--- config.mk ---
export PLATFORM = sky130hd
export DESIGN_NAME = acc_adder_tree
export DESIGN_NICKNAME = d
export VERILOG_FILES = /design/src/rtl/acc_tree_pkg.sv /design/src/rtl/adder_tree_level.sv /design/src/rtl/acc_adder_tree.sv
export SDC_FILE = /design/constraint.sdc
export NUM_CORES = 2
export LEC_CHECK = 0
export CAP_MARGIN = 20
export CORE_MARGIN = 1.5
export CORE_UTILIZATION = 30
export CTS_CLUSTER_SIZE = 12
export DETAILED_ROUTE_END_ITERATION = 8
export PLACE_DENSITY = 0.54
export REMOVE_ABC_BUFFERS = 1
export SYNTH_ARGS = -nofsm -noshare
export SYNTH_HDL_FRONTEND = slang
export SYNTH_SLANG_ARGS = --single-unit
export TNS_END_PERCENT = 10
--- constraint.sdc ---
create_clock -name clk -period 5.31 [get_ports clk]
set_clock_uncertainty 0.15 [all_clocks]
set_input_delay 1.062 -clock clk [delete_from_list [all_inputs] [get_ports clk]]
set_output_delay 1.062 -clock clk [all_outputs]
set_load 0.05 [all_outputs]
--- src/rtl/acc_tree_pkg.sv ---
// acc_tree_pkg
// Shared constants and elaboration-time helpers for the accumulating adder
// tree: default parameter values, ceil(log2), per-level width and per-level
// element count of the pairwise reduction.
package acc_tree_pkg;

  localparam int DEF_N_IN  = 27;
  localparam int DEF_IN_W  = 16;
  localparam int DEF_ACC_W = 32;
  localparam int DEF_OUT_W = 16;
  localparam int DEF_SH_W  = 5;

  // ceil(log2(n)); 0 for n <= 1
  function automatic int clog2(input int n);
    int r = 0;
    for (int v = 1; v < n; v = v << 1) r++;
    return r;
  endfunction

  // Number of registered tree levels; a single input still gets one level so
  // the pipeline depth never collapses to zero.
  function automatic int tree_depth(input int n);
    return (n <= 1) ? 1 : clog2(n);
  endfunction

  // Width of the values produced by level j (level 0 is the raw input)
  function automatic int lvl_w(input int in_w, input int j);
    return in_w + j;
  endfunction

  // Element count at level j: ceil(n / 2^j)
  function automatic int lvl_n(input int n, input int j);
    return (n + (1 << j) - 1) >> j;
  endfunction

endpackage

--- src/rtl/adder_tree_level.sv ---
// adder_tree_level
// One registered level of a signed pairwise reduction. Adjacent pairs are
// summed with one bit of growth; an odd trailing element is sign-extended
// and passed through.
// Ports:
//   clk   rising-edge clock
//   rst   synchronous active-high reset, clears the output register
//   din   N_IN packed signed values of IN_W bits, element k at [k*IN_W +: IN_W]
//   dout  ceil(N_IN/2) packed signed values of IN_W+1 bits
module adder_tree_level
  import acc_tree_pkg::*;
#(
  parameter int N_IN = 2,
  parameter int IN_W = 16
) (
  input  logic                                     clk,
  input  logic                                     rst,
  input  logic [N_IN*IN_W-1:0]                     din,
  output logic [lvl_n(N_IN, 1)*(IN_W+1)-1:0]       dout
);

  localparam int N_OUT = lvl_n(N_IN, 1);
  localparam int O_W   = IN_W + 1;

  logic [N_OUT*O_W-1:0] sum_next;

  genvar gi;
  generate
    for (gi = 0; gi < N_IN / 2; gi++) begin : g_pair
      logic [IN_W-1:0] a;
      logic [IN_W-1:0] b;
      assign a = din[2*gi*IN_W +: IN_W];
      assign b = din[(2*gi+1)*IN_W +: IN_W];
      assign sum_next[gi*O_W +: O_W] = {a[IN_W-1], a} + {b[IN_W-1], b};
    end
    if (N_IN % 2 == 1) begin : g_odd
      logic [IN_W-1:0] a;
      assign a = din[(N_IN-1)*IN_W +: IN_W];
      assign sum_next[(N_OUT-1)*O_W +: O_W] = {a[IN_W-1], a};
    end
  endgenerate

  always_ff @(posedge clk) begin
    if (rst) dout <= '0;
    else     dout <= sum_next;
  end

endmodule

--- src/rtl/acc_adder_tree.sv ---
// acc_adder_tree
// Pipelined signed adder tree with multi-beat group accumulation and output
// requantisation (round half-up, arithmetic right shift, saturation).
// Ports:
//   clk, rst    clock and synchronous active-high reset
//   vld_i       beat valid (no backpressure)
//   first_i     beat opens a new group
//   last_i      beat closes the group
//   data_i      N_IN packed signed products of IN_W bits
//   shift_i     right-shift amount, taken from the last beat of a group
//   rnd_en_i    round half-up enable, taken from the last beat of a group
//   vld_o       one-cycle pulse per group result
//   acc_o       saturated OUT_W-bit result, held between pulses
//   sat_o       result was clamped, held between pulses
module acc_adder_tree
  import acc_tree_pkg::*;
#(
  parameter int N_IN  = DEF_N_IN,
  parameter int IN_W  = DEF_IN_W,
  parameter int ACC_W = DEF_ACC_W,
  parameter int OUT_W = DEF_OUT_W,
  parameter int SH_W  = DEF_SH_W
) (
  input  logic                   clk,
  input  logic                   rst,
  input  logic                   vld_i,
  input  logic                   first_i,
  input  logic                   last_i,
  input  logic [N_IN*IN_W-1:0]   data_i,
  input  logic [SH_W-1:0]        shift_i,
  input  logic                   rnd_en_i,
  output logic                   vld_o,
  output logic [OUT_W-1:0]       acc_o,
  output logic                   sat_o
);

  localparam int L     = tree_depth(N_IN);
  localparam int SUM_W = lvl_w(IN_W, L);
  localparam int SB_W  = SH_W + 4;

  localparam logic signed [ACC_W:0] MAX_V = {{(ACC_W+2-OUT_W){1'b0}}, {(OUT_W-1){1'b1}}};
  localparam logic signed [ACC_W:0] MIN_V = {{(ACC_W+2-OUT_W){1'b1}}, {(OUT_W-1){1'b0}}};

  // ---------------- reduction tree ----------------
  genvar gi;
  generate
    for (gi = 0; gi < L; gi++) begin : g_lvl
      logic [lvl_n(N_IN, gi)*lvl_w(IN_W, gi)-1:0]         d;
      logic [lvl_n(N_IN, gi+1)*lvl_w(IN_W, gi+1)-1:0]     q;
      if (gi == 0) begin : g_src
        assign d = data_i;
      end else begin : g_src
        assign d = g_lvl[gi-1].q;
      end
      adder_tree_level #(
        .N_IN (lvl_n(N_IN, gi)),
        .IN_W (lvl_w(IN_W, gi))
      ) u_level (
        .clk  (clk),
        .rst  (rst),
        .din  (d),
        .dout (q)
      );
    end
  endgenerate

  logic [SUM_W-1:0]        tree_sum;
  logic signed [ACC_W-1:0] sum_ext;
  assign tree_sum = g_lvl[L-1].q;
  assign sum_ext  = ACC_W'($signed(tree_sum));

  // ---------------- sideband pipe, aligned with the tree ----------------
  logic [SB_W-1:0] sb_pipe_reg [L];
  logic            sb_vld, sb_first, sb_last, sb_rnd;
  logic [SH_W-1:0] sb_shift;

  always_ff @(posedge clk) begin
    if (rst) begin
      for (int i = 0; i < L; i++) sb_pipe_reg[i] <= '0;
    end else begin
      sb_pipe_reg[0] <= {vld_i, first_i, last_i, rnd_en_i, shift_i};
      for (int i = 1; i < L; i++) sb_pipe_reg[i] <= sb_pipe_reg[i-1];
    end
  end

  assign {sb_vld, sb_first, sb_last, sb_rnd, sb_shift} = sb_pipe_reg[L-1];

  // ---------------- accumulator ----------------
  logic signed [ACC_W-1:0] acc_q;
  logic                    grp_open_reg;  // previous valid beat was not a last
  logic                    fire_reg;      // acc_q holds a completed group
  logic [SH_W-1:0]         shift_reg;
  logic                    rnd_reg;

  always_ff @(posedge clk) begin
    if (rst) begin
      acc_q        <= '0;
      grp_open_reg <= 1'b0;
      fire_reg     <= 1'b0;
      shift_reg    <= '0;
      rnd_reg      <= 1'b0;
    end else begin
      fire_reg <= sb_vld & sb_last;
      if (sb_vld) begin
        // An explicit first discards whatever partial sum was open
        if (sb_first || !grp_open_reg) acc_q <= sum_ext;
        else                           acc_q <= acc_q + sum_ext;
        grp_open_reg <= !sb_last;
        shift_reg    <= sb_shift;
        rnd_reg      <= sb_rnd;
      end
    end
  end

  // ---------------- requantiser ----------------
  // One extra bit of headroom so the rounding increment cannot wrap.
  logic [SH_W-1:0]         sh_m1;
  logic signed [ACC_W:0]   rnd_add, t_val, r_val;
  logic [OUT_W-1:0]        acc_next;
  logic                    sat_next;

  assign sh_m1   = shift_reg - SH_W'(1);
  assign rnd_add = (rnd_reg && shift_reg != '0) ? ((ACC_W+1)'(1) << sh_m1) : '0;
  assign t_val   = {acc_q[ACC_W-1], acc_q} + rnd_add;
  assign r_val   = t_val >>> shift_reg;

  always_comb begin
    acc_next = r_val[OUT_W-1:0];
    sat_next = 1'b0;
    if (r_val > MAX_V) begin
      acc_next = MAX_V[OUT_W-1:0];
      sat_next = 1'b1;
    end else if (r_val < MIN_V) begin
      acc_next = MIN_V[OUT_W-1:0];
      sat_next = 1'b1;
    end
  end

  always_ff @(posedge clk) begin
    if (rst) begin
      vld_o <= 1'b0;
      acc_o <= '0;
      sat_o <= 1'b0;
    end else begin
      vld_o <= fire_reg;
      if (fire_reg) begin
        acc_o <= acc_next;
        sat_o <= sat_next;
      end
    end
  end

endmodule

==> flow_summary.yaml <==
worst_setup_path:
  path_max_fanout: 9
  rr_worst_depth: 23
  crit_family: "simple AND/OR/NAND/NOR gates"
  worstSetupStartpointType: "register"
  path_class: "register to register"
  crit_arrival_ns: 5.44
  crit_path_end: "acc_o[9]"
  crit_chain: "buf_4 -> nor2_4 -> buf_4 -> nand2_1 -> buf_4 -> nor2_1 -> ha_1 -> a21o_1 -> or3_4 -> buf_4 -> o211ai_1 -> nand3_1 -> a31oi_4 -> xnor2_1 -> buf_4 -> o2111a_1 -> mux2_2 -> a21oi_1 -> nand4_1 -> nor4_4 -> o21a_1 -> buf_12 -> o32ai_1"
  slowest_delay_ns: 0.40
  critical_path_buf_inv_count: 6
  r2r-end: "acc_o[9]"
  crit_path_end_kind: "register"
  crit_path_start: "shift_reg[3]"
  worst-path-stages: 23
  crit_top_cell: "buf_4"
  r2r_start: "shift_reg[3]"
  r2r_slack_ns: 0.23
  critical-path-slowest-cell: "nor4_4"
  cp.required_ns: 5.67
routing:
  drt-total-wl_um: 115700
  first_pass_iters: 5
  postRouteAntennaNets: 0
  via_count: 34827
  drc: 0
  viasPerCell: 4.900
  drt_iter0_markers: 1581
  detail_route.wl_per_cell_um: 16.28
floorplan:
  die_x_um: 364.5
  fp.dieH_um: 364.5
  core_area_mm2: 0.1296
  num_rows: 132
  initial_core_util_pct: 30.23
  die_area_mm2: 0.1328
  ioPinCount: 461
clock_network:
  clock_latency_ns: 0.64
  root_buffer: "clkbuf_16"
  cts_buffers: 74
  cts.path.max_buffers: 3
  hold_buffers: 0
  cts_tree: "done"
  clk_pin_slew_ns: 0.06
  htree_levels: 3
  cts.sinks: 602
grt:
  antenna_found_initial: 21
  grt_usage_pct: 17.20
  overflow: 0
  grt_pass1_wl_um: 183400
  grt_max_degree: 154
  grt_pass1_vias: 34686
synthesis:
  syn_area_mm2: 0.03920
  yosysWarningCount: 0
  synthArstFlopShare_pct: 0
  seq_area_frac_synth_pct: 30.75
  synth_ff_type: "dfxtp_1"
  synth_cells: 4662
  synth_area_per_cell_um2: 8.407
  synth_seq_cells: 602
  ys_types: 106
  synth_edf_count: 0
power:
  switching_power_mw: 4.445
  vdd_drop_max_mv: 0.1865
  power_density_mw_per_mm2: 293.8
  sw_frac_of_total_pct: 30.17
  p_int_mw: 10.29
  clkPwrFrac_pct: 35.8
  leakage_nw: 22.14
  p_comb_share_pct: 26.7
  seqPwrFrac_pct: 37.5
final_layout:
  final-seq-area_mm2: 0.01206
  final_core_util_pct: 38.68
  syn2layout_area_growth_pct: 27.95
  fillers: 13177
  drive_gt1_share_pct: 9.528
  layout_common_cells: "dfxtp_1 (598), nor2_1 (546), ha_1 (500)"
  final_common_cell: "dfxtp_1"
  largest_reg_flops: 499
  multi_input_area_mm2: 0.02541
  nets: 6281
placed_design:
  io_buffers: 460
  place_congestion: 0.9178
  dpl.hpwl_um: 92310
timing:
  fmax_mhz: 197.0
  timing.hold.ws_ns: 0.2796
  slew_viol_final: 0
  min_period_ns: 5.076
  worstMarginPinSlew_ns: 0.9110
  slew_headroom_pct: 39.26
  hold_viol: 0
  fin_crit_sh_pct: 95.60
  setup_viol: 0
outcome:
  outcome: "complete, no violations"
worst_hold_path:
  hp-class: "register to register"
job:
  cap_violations: 0
logic make-up (layout without fill, tap and decap cells):
kind of cell    after synthesis  in the layout  share of synthesized area (%)
simple gates               1537           1537                          19.02
fa+ha+maj                   530            530                          17.46
other cells                   1              4                       0.009568
buf+inv                     494           1195                          4.881
mux                          62             62                          2.171
xor+xnor                    236            236                          5.312
flops                       602            602                          30.75
compound gates             1200           1200                          20.40
repair_timing:
action                     CTS  global route
gates resized for setup      0            50
setup buffers                0             3
hold endpoints to repair     0             0
setup endpoints to repair    0            16
cell type report:
cell class | count | area share (%)
Timing Repair Buffer | 724 | 13.27
Clock inverter | 30 | 0.8956
Antenna cell | 3 | 0.01497
Clock buffer | 101 | 4.216
Multi-Input combinational cell | 3566 | 50.67
Tap cell | 1742 | 4.346
Inverter | 340 | 2.547
Sequential cell | 602 | 24.04
routing by layer:
metal	share of wire (%)	wire length, um	up-vias	global-route usage (%)
li1	-	-	17867	-
met1	46	53360	16171	21.75
met2	47	54770	588	30.10
met3	4.5	5198	171	3.154
met4	1.9	2200	30	3.954
met5	0.17	192	-	0
cell usage after synthesis (70+ instances only):
master,n,area (um^2)
a21boi_0,93,698.2
a21o_1,117,878.3
a21oi_1,271,1356
clkbuf_1,106,397.9
dfxtp_1,602,12050
ha_1,502,6281
inv_1,339,1272
nand2_1,249,934.7
nand3_1,74,370.4
nor2_1,549,2061
nor2b_1,189,1182
nor3_1,201,1006
o21ai_0,305,1526
xnor2_1,164,1436
xor2_1,70,613.1
stage by stage:
step / setup slack [ns] / power (mW) / cell area, um^2 / instances / setup TNS [ns]
3_3_place_gp: 0.005117 / 9.544 / 47370 / 6971 / 0
2_1_floorplan: -0.9131 / 8.238 / 38560 / 4508 / -13.56
6_report: 0.2336 / 14.73 / 50150 / 7108 / 0
5_1_grt: -0.05782 / 15.76 / 50150 / 7107 / -0.4429
3_5_place_dp: -0.02325 / 9.559 / 47370 / 6971 / -0.02325
4_1_cts: 0.04145 / 15.00 / 49940 / 7102 / 0
worst min-delay path by stage:
| stage | start | end | slack (ns) | depth (start not counted) |
|---|---|---|---|---|
| 2_1_floorplan | sb_pipe_reg[0][42] | grp_open_reg | 0.26 | 1 |
| 3_3_place_gp | g_lvl[1].u_level.dout[109] | g_lvl[2].u_level.dout[58] | 0.27 | 1 |
| 3_5_place_dp | g_lvl[1].u_level.dout[114] | g_lvl[2].u_level.dout[63] | 0.27 | 1 |
| 4_1_cts | sb_pipe_reg[0][24] | sb_pipe_reg[0][33] | 0.28 | 1 |
| 5_1_grt | g_lvl[1].u_level.dout[110] | g_lvl[2].u_level.dout[59] | 0.30 | 1 |
| 6_report | sb_pipe_reg[0][24] | sb_pipe_reg[0][33] | 0.28 | 1 |
power groups by stage:
| stage | clock, mW | sequential (mW) | combinational, mW |
|---|---|---|---|
| after floorplan | 0 | 5.45 | 2.79 |
| after global placement | 0 | 5.64 | 3.90 |
| after detailed placement | 0 | 5.63 | 3.93 |
| after CTS | 5.49 | 5.54 | 3.97 |
| after global routing | 5.66 | 5.59 | 4.51 |
| final | 5.28 | 5.53 | 3.93 |
Power figures use the tool's default switching activity.
